[src/rtl/nibble_serial_adder.sv]
// rtl/nibble_serial_adder.sv - WIDTH-bit adder run one 4-bit carry-skip nibble per cycle, LSB nibble first.
module nibble_serial_adder #(
  parameter int WIDTH = 16
) (
  input  logic             clk,
  input  logic             rst_n,
  input  logic             in_valid,
  output logic             in_ready,
  input  logic [WIDTH-1:0] a,
  input  logic [WIDTH-1:0] b,
  input  logic             cin,
  output logic             out_valid,
  input  logic             out_ready,
  output logic [WIDTH-1:0] sum,
  output logic             cout,
  output logic             overflow
);
  localparam int NIB = WIDTH / 4;
  localparam int CW = (NIB > 1) ? $clog2(NIB) : 1;
  localparam logic [CW-1:0] LAST = CW'(NIB - 1);

  generate
    if (WIDTH < 4 || (WIDTH % 4) != 0) begin : g_bad_width
      $error("nibble_serial_adder: WIDTH must be a multiple of 4 and at least 4");
    end
  endgenerate

  typedef enum logic [1:0] {IDLE, RUN, DONE} state_t;

  state_t           state_q, state_d;
  logic [WIDTH-1:0] a_q, a_d, b_q, b_d, sum_q, sum_d;
  logic [CW-1:0]    cnt_q, cnt_d;
  logic             carry_q, carry_d, cout_q, cout_d, ovf_q, ovf_d;
  logic             in_ready_q, in_ready_d, out_valid_q, out_valid_d;
  logic [3:0]       nib_a, nib_b, nib_s;
  logic             nib_co;

  // Ripple chain, with the carry bypassing it whenever all four bits propagate.
  function automatic logic [4:0] nibble_add(input logic [3:0] x, input logic [3:0] y,
                                            input logic ci);
    logic [3:0] p, s;
    logic       c;
    p = x ^ y;
    c = ci;
    for (int i = 0; i < 4; i++) begin
      s[i] = p[i] ^ c;
      c    = (x[i] & y[i]) | (p[i] & c);
    end
    return {((&p) ? ci : c), s};
  endfunction

  always_comb begin
    nib_a = a_q[{cnt_q, 2'b00} +: 4];
    nib_b = b_q[{cnt_q, 2'b00} +: 4];
    {nib_co, nib_s} = nibble_add(nib_a, nib_b, carry_q);
  end

  always_comb begin
    state_d = state_q;
    a_d     = a_q;
    b_d     = b_q;
    sum_d   = sum_q;
    cnt_d   = cnt_q;
    carry_d = carry_q;
    cout_d  = cout_q;
    ovf_d   = ovf_q;
    case (state_q)
      IDLE: begin
        if (in_valid) begin
          a_d     = a;
          b_d     = b;
          carry_d = cin;
          cnt_d   = '0;
          state_d = RUN;
        end
      end
      RUN: begin
        sum_d[{cnt_q, 2'b00} +: 4] = nib_s;
        carry_d = nib_co;
        if (cnt_q == LAST) begin
          cout_d  = nib_co;
          ovf_d   = (nib_a[3] == nib_b[3]) && (nib_s[3] != nib_a[3]);
          state_d = DONE;
        end else begin
          cnt_d = cnt_q + CW'(1);
        end
      end
      DONE: begin
        if (out_ready) state_d = IDLE;
      end
      default: state_d = IDLE;
    endcase
    in_ready_d  = (state_d == IDLE);
    out_valid_d = (state_d == DONE);
  end

  always_ff @(posedge clk or negedge rst_n) begin
    if (!rst_n) begin
      state_q     <= IDLE;
      a_q         <= '0;
      b_q         <= '0;
      sum_q       <= '0;
      cnt_q       <= '0;
      carry_q     <= 1'b0;
      cout_q      <= 1'b0;
      ovf_q       <= 1'b0;
      in_ready_q  <= 1'b1;
      out_valid_q <= 1'b0;
    end else begin
      state_q     <= state_d;
      a_q         <= a_d;
      b_q         <= b_d;
      sum_q       <= sum_d;
      cnt_q       <= cnt_d;
      carry_q     <= carry_d;
      cout_q      <= cout_d;
      ovf_q       <= ovf_d;
      in_ready_q  <= in_ready_d;
      out_valid_q <= out_valid_d;
    end
  end

  assign in_ready  = in_ready_q;
  assign out_valid = out_valid_q;
  assign sum       = sum_q;
  assign cout      = cout_q;
  assign overflow  = ovf_q;
endmodule

[config.mk]
export PLATFORM = sky130hd
export DESIGN_NAME = nibble_serial_adder
export DESIGN_NICKNAME = d
export VERILOG_FILES = /design/src/rtl/nibble_serial_adder.sv
export SDC_FILE = /design/constraint.sdc
export NUM_CORES = 1
export LEC_CHECK = 0
export BUFFER_PORTS_ARGS = -buffer_cell sky130_fd_sc_hd__buf_2
export CAP_MARGIN = 15
export CORE_MARGIN = 5
export CORE_UTILIZATION = 50
export DETAILED_ROUTE_END_ITERATION = 8
export PLACE_DENSITY = 0.8
export SLEW_MARGIN = 20
export SYNTH_ARGS = -nofsm -noshare
export SYNTH_HDL_FRONTEND = slang
export SYNTH_SLANG_ARGS = --single-unit
[constraint.sdc]
create_clock -name clk -period 4.3 [get_ports clk]
set_clock_uncertainty 0.05 [all_clocks]
set_input_delay 0 -clock clk [delete_from_list [all_inputs] [get_ports clk]]
set_output_delay 0 -clock clk [all_outputs]
set_load 0.02 [all_outputs]
### Word-level counts from Yosys, hierarchy flattened

Index checks and enable logic that the tools add are counted.

| storage, ports and cells | value |
|---|---|
| register bits after elaboration | 57 |
| latch bits | 0 |
| memory bits (writable) | 0 |
| memory bits (read-only) | 0 |
| input port bits | 37 |
| output and inout bits | 20 |
| word-level logic and storage cells | 61 |
| memories | 0 |

| cells by class | value |
|---|---|
| add/subtract/negate cells | 2 |
| $mul | 0 |
| divide/modulo/power cells | 0 |
| magnitude comparators | 0 |
| equal/unequal tests | 8 |
| shifts and indexed selects | 4 |
| multiplexer cells | 11 |
| bitwise logic cells | 17 |
| reductions and logical operators | 9 |

Operators with widths:

| cell | number |
|---|---|
| $shiftx A16 B5 Y4 | 2 |
| $bwmux W16 | 1 |
| $shift A4 B6 Y16 const A | 1 |
| $shiftx A4 B6 Y16 | 1 |
| $mux W2 | 5 |
| $and A1 B1 Y1 | 8 |
| $eq A2 B2 Y1 const B | 3 |
| $neg A4 Y6 | 1 |
| $pmux W2 S3 | 1 |
| $reduce_and A2 Y1 | 3 |
| $logic_not A2 Y1 | 2 |
| $ne A2 B2 Y1 const B | 2 |
| $or A1 B1 Y1 | 4 |
| $pmux W2 S2 | 1 |
| $reduce_and A4 Y1 | 1 |
| $xor A1 B1 Y1 | 4 |
| $xor A4 B4 Y4 | 1 |
| $reduce_and A3 Y1 | 1 |
| $add A2 B1 Y2 const B | 1 |
| $eq A2 B1 Y1 const B | 1 |
| $mux W1 | 2 |
| $pmux W1 S2 | 1 |
| $reduce_bool A2 Y1 | 1 |
| $eq A1 B1 Y1 | 1 |
| other kinds (2) | 2 |

### Depth between registers and ports, before layout

Gate-level depths: netlist of run 1.

| logic depth | value |
|---|---|
| depth in word-level cells | 12 |
| gate-level depth with buffers | 11 |
| gate-level depth less buffers | 9 |

### Least setup slack after synthesis of run 1

OpenSTA, ideal clock, no wires.

| timing path | value |
|---|---|
| path type | reg2reg |
| start point | reg cnt_q[0] |
| end point | reg carry_q |
| library setup time | 0.126 ns |
| arrival time | 3.077 ns |
| data required time | 4.124 ns |
| slack | 1.047 ns |
| cell stages (with the launch flop) | 12 |
| buffers on the path | 2 |
| period minus slack after synthesis | 3.253 ns |
| cells stage by stage | dfrtp_1 > buf_2 > buf_2 > mux4_2 > fa_1 > inv_1 > fa_1 > fa_1 > inv_1 > fa_1 > mux2_2 > a221o_1 |

| between the ends | value |
|---|---|
| word-level cells in the longest chain between the ends | 12 |
| elaborated cells on any way between the ends | 18 |
| those cells by class | shift (2); mux (2); bitwise (13); reduce/logical (1) |

Ends and longest elaborated chain:

| element | line | source |
|---|---|---|
| start: declaration | 32 | `logic [CW-1:0] cnt_q, cnt_d;` |
| start signal: assignment | 114 | `cnt_q <= cnt_d;` |
| $shiftx A16 B5 Y4, on equally long branches | 53, 54 |  |
| $xor A4 B4 Y4 | 43 | `p = x ^ y;` |
| $and A1 B1 Y1 | 47 | `c = (x[i] & y[i]) \| (p[i] & c);` |
| $or A1 B1 Y1 | 47 |  |
| $and A1 B1 Y1 | 47 |  |
| $or A1 B1 Y1 | 47 |  |
| $and A1 B1 Y1 | 47 |  |
| $or A1 B1 Y1 | 47 |  |
| $and A1 B1 Y1 | 47 |  |
| $or A1 B1 Y1 | 47 |  |
| $mux W1 (*) | 49 | `return {((&p) ? ci : c), s};` |
| $pmux W1 S2 (*) | 67 | `case (state_q)` |
| end signal: assignment | 115 | `carry_q <= carry_d;` |
| end: declaration | 33 | `logic carry_q, carry_d, cout_q, cout_d, ovf_q, ovf_d;` |

Every way passes the cells marked *; elsewhere a longest branch is shown, timed or not.
A chain may end at the register's enable or synchronous reset.

### Worst setup path after layout of run 1

Same ends and word-level chain as after synthesis.

==> results of run 1 <==
[cells in the mapped netlist, types with 2 or more instances]
library cell / number
a22o_1: 6
a22o_2: 2
buf_2: 4
buf_6: 4
dfrtp_1: 56
fa_1: 4
ha_1: 10
inv_1: 9
mux2_1: 2
mux2_2: 33
mux4_2: 8
nand2_1: 9
nand2b_1: 2
nand3b_1: 3
nand4_1: 3
nor3b_1: 2
o21ai_0: 6
o21ai_1: 2
o21ai_2: 2
o2bb2ai_1: 2
o31ai_1: 2
[state kept, by name (all words and copies together), names as in the netlist]
signal and flops:
carry_q 1, overflow 1, out_valid 1, a_q 16, sum 16, cout 1, in_ready 1, b_q 16
cnt_q 2, state_q 2
[final cells by class]
cell class	instances	area, um^2
clock buffers	14	172.7
clock inverters	2	35.03
fillers	380	1570
inverters	9	33.78
multi-input cells	112	1182
flip-flops and latches	57	1428
well taps	70	87.58
repair buffers	95	663.1
[timing repair]
action                    in CTS  in global routing
resized for setup              0                  0
hold endpoints to repair      91                  0
hold buffers                  36                  0
[per-stage QoR]
step | hold slack (ns) | setup slack [ns] | utilization | cell area (um^2)
after CTS | 0.04088 | 1.042 | 0.6964 | 3602
after detailed placement | 0.1249 | 1.062 | 0.5866 | 3034
final | 0.04979 | 1.060 | 0.6964 | 3602
after global placement | 0.1207 | 1.137 | 0.5866 | 3034
after global routing | 0.09545 | 0.7666 | 0.6964 | 3602
after floorplan | -0.3456 | 1.047 | - | 2709
[cell families (layout without fill, tap and decap cells)]
kind of cell	Yosys count	after routing	share of synthesized area
flip-flops	57	57	0.5270
AO/OA/AOI/OAI	24	24	0.06559
buffers and inverters	17	120	0.03649
multiplexers	43	43	0.2120
adder cells (fa/ha/maj)	14	14	0.07575
XOR/XNOR	1	1	0.003234
AND/OR/NAND/NOR	30	30	0.07991
[worst max-delay path, cell delays in order, from the launching register on]
cell and delay [ns]:
dfrtp_1 0.64, mux4_2 0.61, fa_1 0.40, inv_1 0.08, fa_1 0.18, fa_1 0.16, inv_1 0.05, fa_1 0.35
mux2_2 0.28, a221o_1 0.32
[report_power, final]
group	internal [mW]	switching, mW	total (mW)
Sequential	0.787	0.195	0.982
Clock	0.315	0.211	0.525
Combinational	0.713	0.757	1.47
[how the worst max path moves through the flow]
stage / startpoint / to / slack [ns] / cells after the start
after floorplan: cnt_q[0]$_DFFE_PN0P_ / carry_q$_DFFE_PN0P_ / 1.05 / 11
after CTS: cnt_q[0]$_DFFE_PN0P_ / overflow$_DFFE_PN0P_ / 1.04 / 9
after global placement: cnt_q[0]$_DFFE_PN0P_ / carry_q$_DFFE_PN0P_ / 1.14 / 9
after global routing: cnt_q[0]$_DFFE_PN0P_ / overflow$_DFFE_PN0P_ / 0.77 / 9
final: cnt_q[0]$_DFFE_PN0P_ / carry_q$_DFFE_PN0P_ / 1.06 / 9
after detailed placement: cnt_q[0]$_DFFE_PN0P_ / overflow$_DFFE_PN0P_ / 1.06 / 9
[metal layers]
layer  share of wire  vias to the layer above
met5               0                        -
met4           0.027                        0
met3           0.054                       14
met2            0.50                       49
met1            0.42                      914
li1                -                      880
==> flow_metrics.py, run 1 <==
metrics = {
    "synth": {
        "synth_seq_area_share": 0.5270,
        "syn_nets": 237,
        "synth_edf_count": 0,
        "ys_top_cells_by_area": "dfrtp_1, mux2_2, mux4_2",
        "synth_largest_area_cell": "dfrtp_1",
        "synth_top_area_frac": 0.5173,
        "async_flop_share": 1.000,
        "synth_seq_cells": 57,
        "ys.flop_type": "dfrtp_1",
        "syn_area_mm2": 0.002709,
        "avgSynthCellArea_um2": 14.56,
        "synth.distinct_cells": 36,
        "synthCells": 186,
        "yosysWarnings": 0,
    },
    "global_route": {
        "grt_pass1_wl_um": 9666,
        "grt_pass1_vias": 1985,
        "use_met3": 0.04047,
        "globalRouteMet2Util": 0.2957,
        "use_met1": 0.2108,
        "grt_overflow": 0,
        "grt_util_all_layers": 0.1764,
        "grt_max_degree": 58,
        "busiest_layer": "met2",
        "grt_antenna_before_repair": 0,
    },
    "detailed_routing": {
        "route.antenna.remaining_nets": 0,
        "drt-total-wl_um": 5659,
        "viasPerCell": 5.173,
        "avgRoutedWirePerCell_um": 15.76,
        "num_vias": 1857,
        "dr.first_iter.drc_count": 69,
        "first_pass_iters": 4,
        "drc": 0,
    },
    "setup_path": {
        "path_class": "flop to flop",
        "cp.required_ns": 4.47,
        "r2r-start": "cnt_q[0]$_DFFE_PN0P_",
        "crit_fanout": 10,
        "startpoint_type": "flop",
        "rr_endpoint": "carry_q$_DFFE_PN0P_",
        "rrSetupSlack_ns": 1.06,
        "worst_ep_arrival_time_ns": 3.41,
        "crit_path_end_kind": "flop",
        "reg2reg_depth": 9,
    },
    "placed_design": {
        "hpwl_um": 3804,
        "gp_congestion": 0.7469,
        "dp.cells": 307,
        "io_buffers": 56,
    },
    "cts": {
        "root_buffer": "clkbuf_8",
        "postCtsSetupBuffers": 0,
        "cts_max_path_buffers": 2,
        "clock_sinks": 57,
        "clock_latency_ns": 0.35,
        "clk_pin_slew_ns": 0.06,
        "tritoncts": "done",
        "htree_levels": 3,
        "cts_buffers": 9,
    },
    "sta": {
        "finalHoldViolations": 0,
        "tightestPinTransition_ns": 0.6908,
        "finalSetupViolations": 0,
        "finalCriticalPeriod_ns": 3.240,
        "fin_crit_sh": 0.7535,
        "relSlewSlack": 0.5395,
        "setup-tns-final_ns": 0,
        "clock.fmax_mhz": 308.6,
        "grt_setup_unrepaired": "no",
        "slew_viol_final": 0,
    },
    "run": {
        "cap_violations": 0,
    },
    "finish": {
        "antennaDiodeCount": 0,
        "final_cells": 359,
        "area_growth_pct": 32.98,
        "nNetsFinal": 335,
        "layout-drive-gt1-share": 0.4291,
        "layout_common_cells": "dfrtp_1, buf_2, dlygate4sd3_1",
    },
    "floorplanning": {
        "die_area_mm2": 0.006990,
        "die_height_um": 83.61,
        "core_mm2": 0.005172,
        "ios": 57,
        "rows": 26,
        "die_x_um": 83.61,
        "start_util": 0.5237,
    },
    "min_path": {
        "worstHoldStart": "cin",
        "min_to": "carry_q$_DFFE_PN0P_",
        "whs_path_depth": 4,
        "hold_path.class": "input port to flop",
    },
    "power": {
        "power_leakage_nw": 1.688,
        "irDropWorstVdd_mv": 0.4714,
        "total_power_mw": 2.977,
        "power_density_mw_per_mm2": 826.6,
    },
    "run_status": {
        "outcome": "complete, no violations",
    },
}
Power figures use the tool's default switching activity.
==> run 2: changes to the inputs <==
--- a/config.mk
+++ b/config.mk
@@ -8,9 +8,9 @@
 export BUFFER_PORTS_ARGS = -buffer_cell sky130_fd_sc_hd__buf_2
 export CAP_MARGIN = 15
 export CORE_MARGIN = 5
-export CORE_UTILIZATION = 50
+export CORE_UTILIZATION = 49
 export DETAILED_ROUTE_END_ITERATION = 8
-export PLACE_DENSITY = 0.8
+export PLACE_DENSITY = 0.82
 export SLEW_MARGIN = 20
 export SYNTH_ARGS = -nofsm -noshare
 export SYNTH_HDL_FRONTEND = slang
==> constraint.sdc (replaced) <==
create_clock -name clk -period 2.73 [get_ports clk]
set_clock_uncertainty 0.05 [all_clocks]
set_input_delay 0 -clock clk [delete_from_list [all_inputs] [get_ports clk]]
set_output_delay 0 -clock clk [all_outputs]
set_load 0.02 [all_outputs]
==> flow_metrics.py, run 2 (synthesis results as in run 1) <==
metrics = {
    "setup_path": {
        "max_stage_delay_ns": 0.55,
        "path_class": "flop to flop",
        "crit_buf_inv": 2,
        "crit_chain": "mux4_2, fa_2, inv_2, fa_2, fa_2, inv_2, fa_2, mux2_4, a221o_1",
        "crit_path_end_kind": "flop",
        "crit_fanout": 4,
        "rr_endpoint": "carry_q$_DFFE_PN0P_",
        "r2r-start": "cnt_q[0]$_DFFE_PN0P_",
        "rrSetupSlack_ns": -0.14,
        "cp_top_family": "adder cells",
        "slowest_stage": "mux4_2",
        "startpoint_type": "flop",
        "crit_path_frequent_cell": "fa_2",
        "cp.required_ns": 2.90,
        "worst_ep_arrival_time_ns": 3.03,
        "reg2reg_depth": 9,
    },
    "run_status": {
        "outcome": "finished with violations",
        "violations": "negative setup slack",
    },
    "detailed_routing": {
        "first_pass_iters": 4,
        "viasPerCell": 5.140,
        "avgRoutedWirePerCell_um": 16.30,
        "drc": 0,
        "route.antenna.remaining_nets": 0,
        "num_vias": 1876,
        "drt-total-wl_um": 5951,
        "dr.first_iter.drc_count": 53,
    },
    "finish": {
        "layout_common_cells": "buf_2, dfrtp_1, dlygate4sd3_1",
        "final_common_cell": "buf_2",
        "antennaDiodeCount": 0,
        "final_area_mm2": 0.003649,
        "fin_util": 0.6708,
        "nNetsFinal": 340,
        "area_growth_pct": 34.69,
        "layout-drive-gt1-share": 0.4642,
    },
    "global_route": {
        "grt_antenna_before_repair": 0,
        "grt_pass1_vias": 2084,
        "grt_max_degree": 38,
        "grt_overflow": 0,
        "grt_util_all_layers": 0.1821,
        "grt_pass1_wl_um": 9942,
    },
    "sta": {
        "clock.fmax_mhz": 348.8,
        "finalCriticalPeriod_ns": 2.867,
        "layout_setup_ws_ns": -0.1367,
        "finalHoldViolations": 0,
        "tightestPinTransition_ns": 0.5321,
        "finalSetupViolations": 7,
        "slew_viol_final": 0,
        "grt_setup_unrepaired": "yes",
        "fin_crit_sh": 1.050,
        "relSlewSlack": 0.6403,
        "timing.hold.ws_ns": 0.05035,
    },
    "cts": {
        "clk_pin_slew_ns": 0.06,
        "cts_buffers": 9,
        "tritoncts": "done",
        "htree_levels": 3,
        "clock_latency_ns": 0.33,
        "cts_max_path_buffers": 2,
        "clock_sinks": 57,
        "root_buffer": "clkbuf_8",
    },
    "floorplanning": {
        "core_mm2": 0.005439,
        "start_util": 0.4980,
        "die_area_mm2": 0.007115,
        "die_height_um": 84.35,
        "ios": 57,
        "rows": 27,
        "die_x_um": 84.35,
    },
    "min_path": {
        "hold_path.class": "input port to flop",
        "worstHoldStart": "cin",
        "whs_path_depth": 4,
        "min_to": "carry_q$_DFFE_PN0P_",
    },
    "placed_design": {
        "place_ws_ns": -0.1979,
        "place_area_mm2": 0.003065,
        "hpwl_um": 4163,
        "gp_congestion": 0.8360,
        "io_buffers": 56,
    },
    "power": {
        "power_density_mw_per_mm2": 1361,
        "total_power_mw": 4.967,
        "power_leakage_nw": 1.707,
        "irDropWorstVdd_mv": 0.6774,
    },
    "run": {
        "cap_violations": 0,
    },
}
[run 2: cell count changes in the layout (fill, tap and decap cells not counted), sizes merged]
cell	change
buf	+5
clkbuf	-2
clkinv	+1
[run 2: worst max-delay path by stage]
stage                     slack (ns)  cells past startpoint            startpoint              endpoint
after detailed placement       -0.20                      9  cnt_q[0]$_DFFE_PN0P_  overflow$_DFFE_PN0P_
after floorplan                -0.32                     11  cnt_q[0]$_DFFE_PN0P_   carry_q$_DFFE_PN0P_
final                          -0.14                      9  cnt_q[0]$_DFFE_PN0P_   carry_q$_DFFE_PN0P_
after global placement         -0.13                      9  cnt_q[0]$_DFFE_PN0P_   carry_q$_DFFE_PN0P_
after CTS                      -0.15                      9  cnt_q[0]$_DFFE_PN0P_   carry_q$_DFFE_PN0P_
after global routing           -0.20                      9  cnt_q[0]$_DFFE_PN0P_   carry_q$_DFFE_PN0P_
[run 2: cell type report]
cell class	count	area, um^2
Sequential cell	57	1429
Multi-Input combinational cell	112	1196
Tap cell	72	90.09
Clock inverter	3	40.04
Fill cell	403	1790
Timing Repair Buffer	100	704.4
Clock buffer	12	155.1
Inverter	9	33.78
[run 2: through the flow]
step                      std cells  TNS (ns)
after floorplan                 186    -1.426
after global placement          311   -0.3211
after detailed placement        311   -0.6865
after CTS                       364   -0.6529
after global routing            365    -1.065
final                           365   -0.5889
[run 2: routing by layer]
layer  global-route usage  wire, um  up-vias
li1                     -         -      885
met5                    0         0        -
met1               0.2069      2337      907
met4               0.1065       167        0
met3              0.04711       373       16
met2               0.3092      3073       68
[run 2: timing repair]
item	in CTS	in global routing
pin swaps	5	2
hold buffers	36	0
resized for setup	3	0
buffers inserted	2	1
setup endpoints to repair	7	7
hold endpoints to repair	55	0
[run 2: where the power goes]
part / switching [mW] / internal, mW
Clock: 0.316 / 0.463
Sequential: 0.272 / 1.24
Combinational: 1.32 / 1.36
[run 2: worst register-to-register path, delay by kind of cell (launching register included)]
| family | cells | cell delay [ns] |
|---|---|---|
| AO/OA/AOI/OAI | 1 | 0.29 |
| adder cells (fa/ha/maj) | 4 | 1.09 |
| buffers and inverters | 2 | 0.10 |
| flip-flops | 1 | 0.41 |
| multiplexers | 2 | 0.82 |
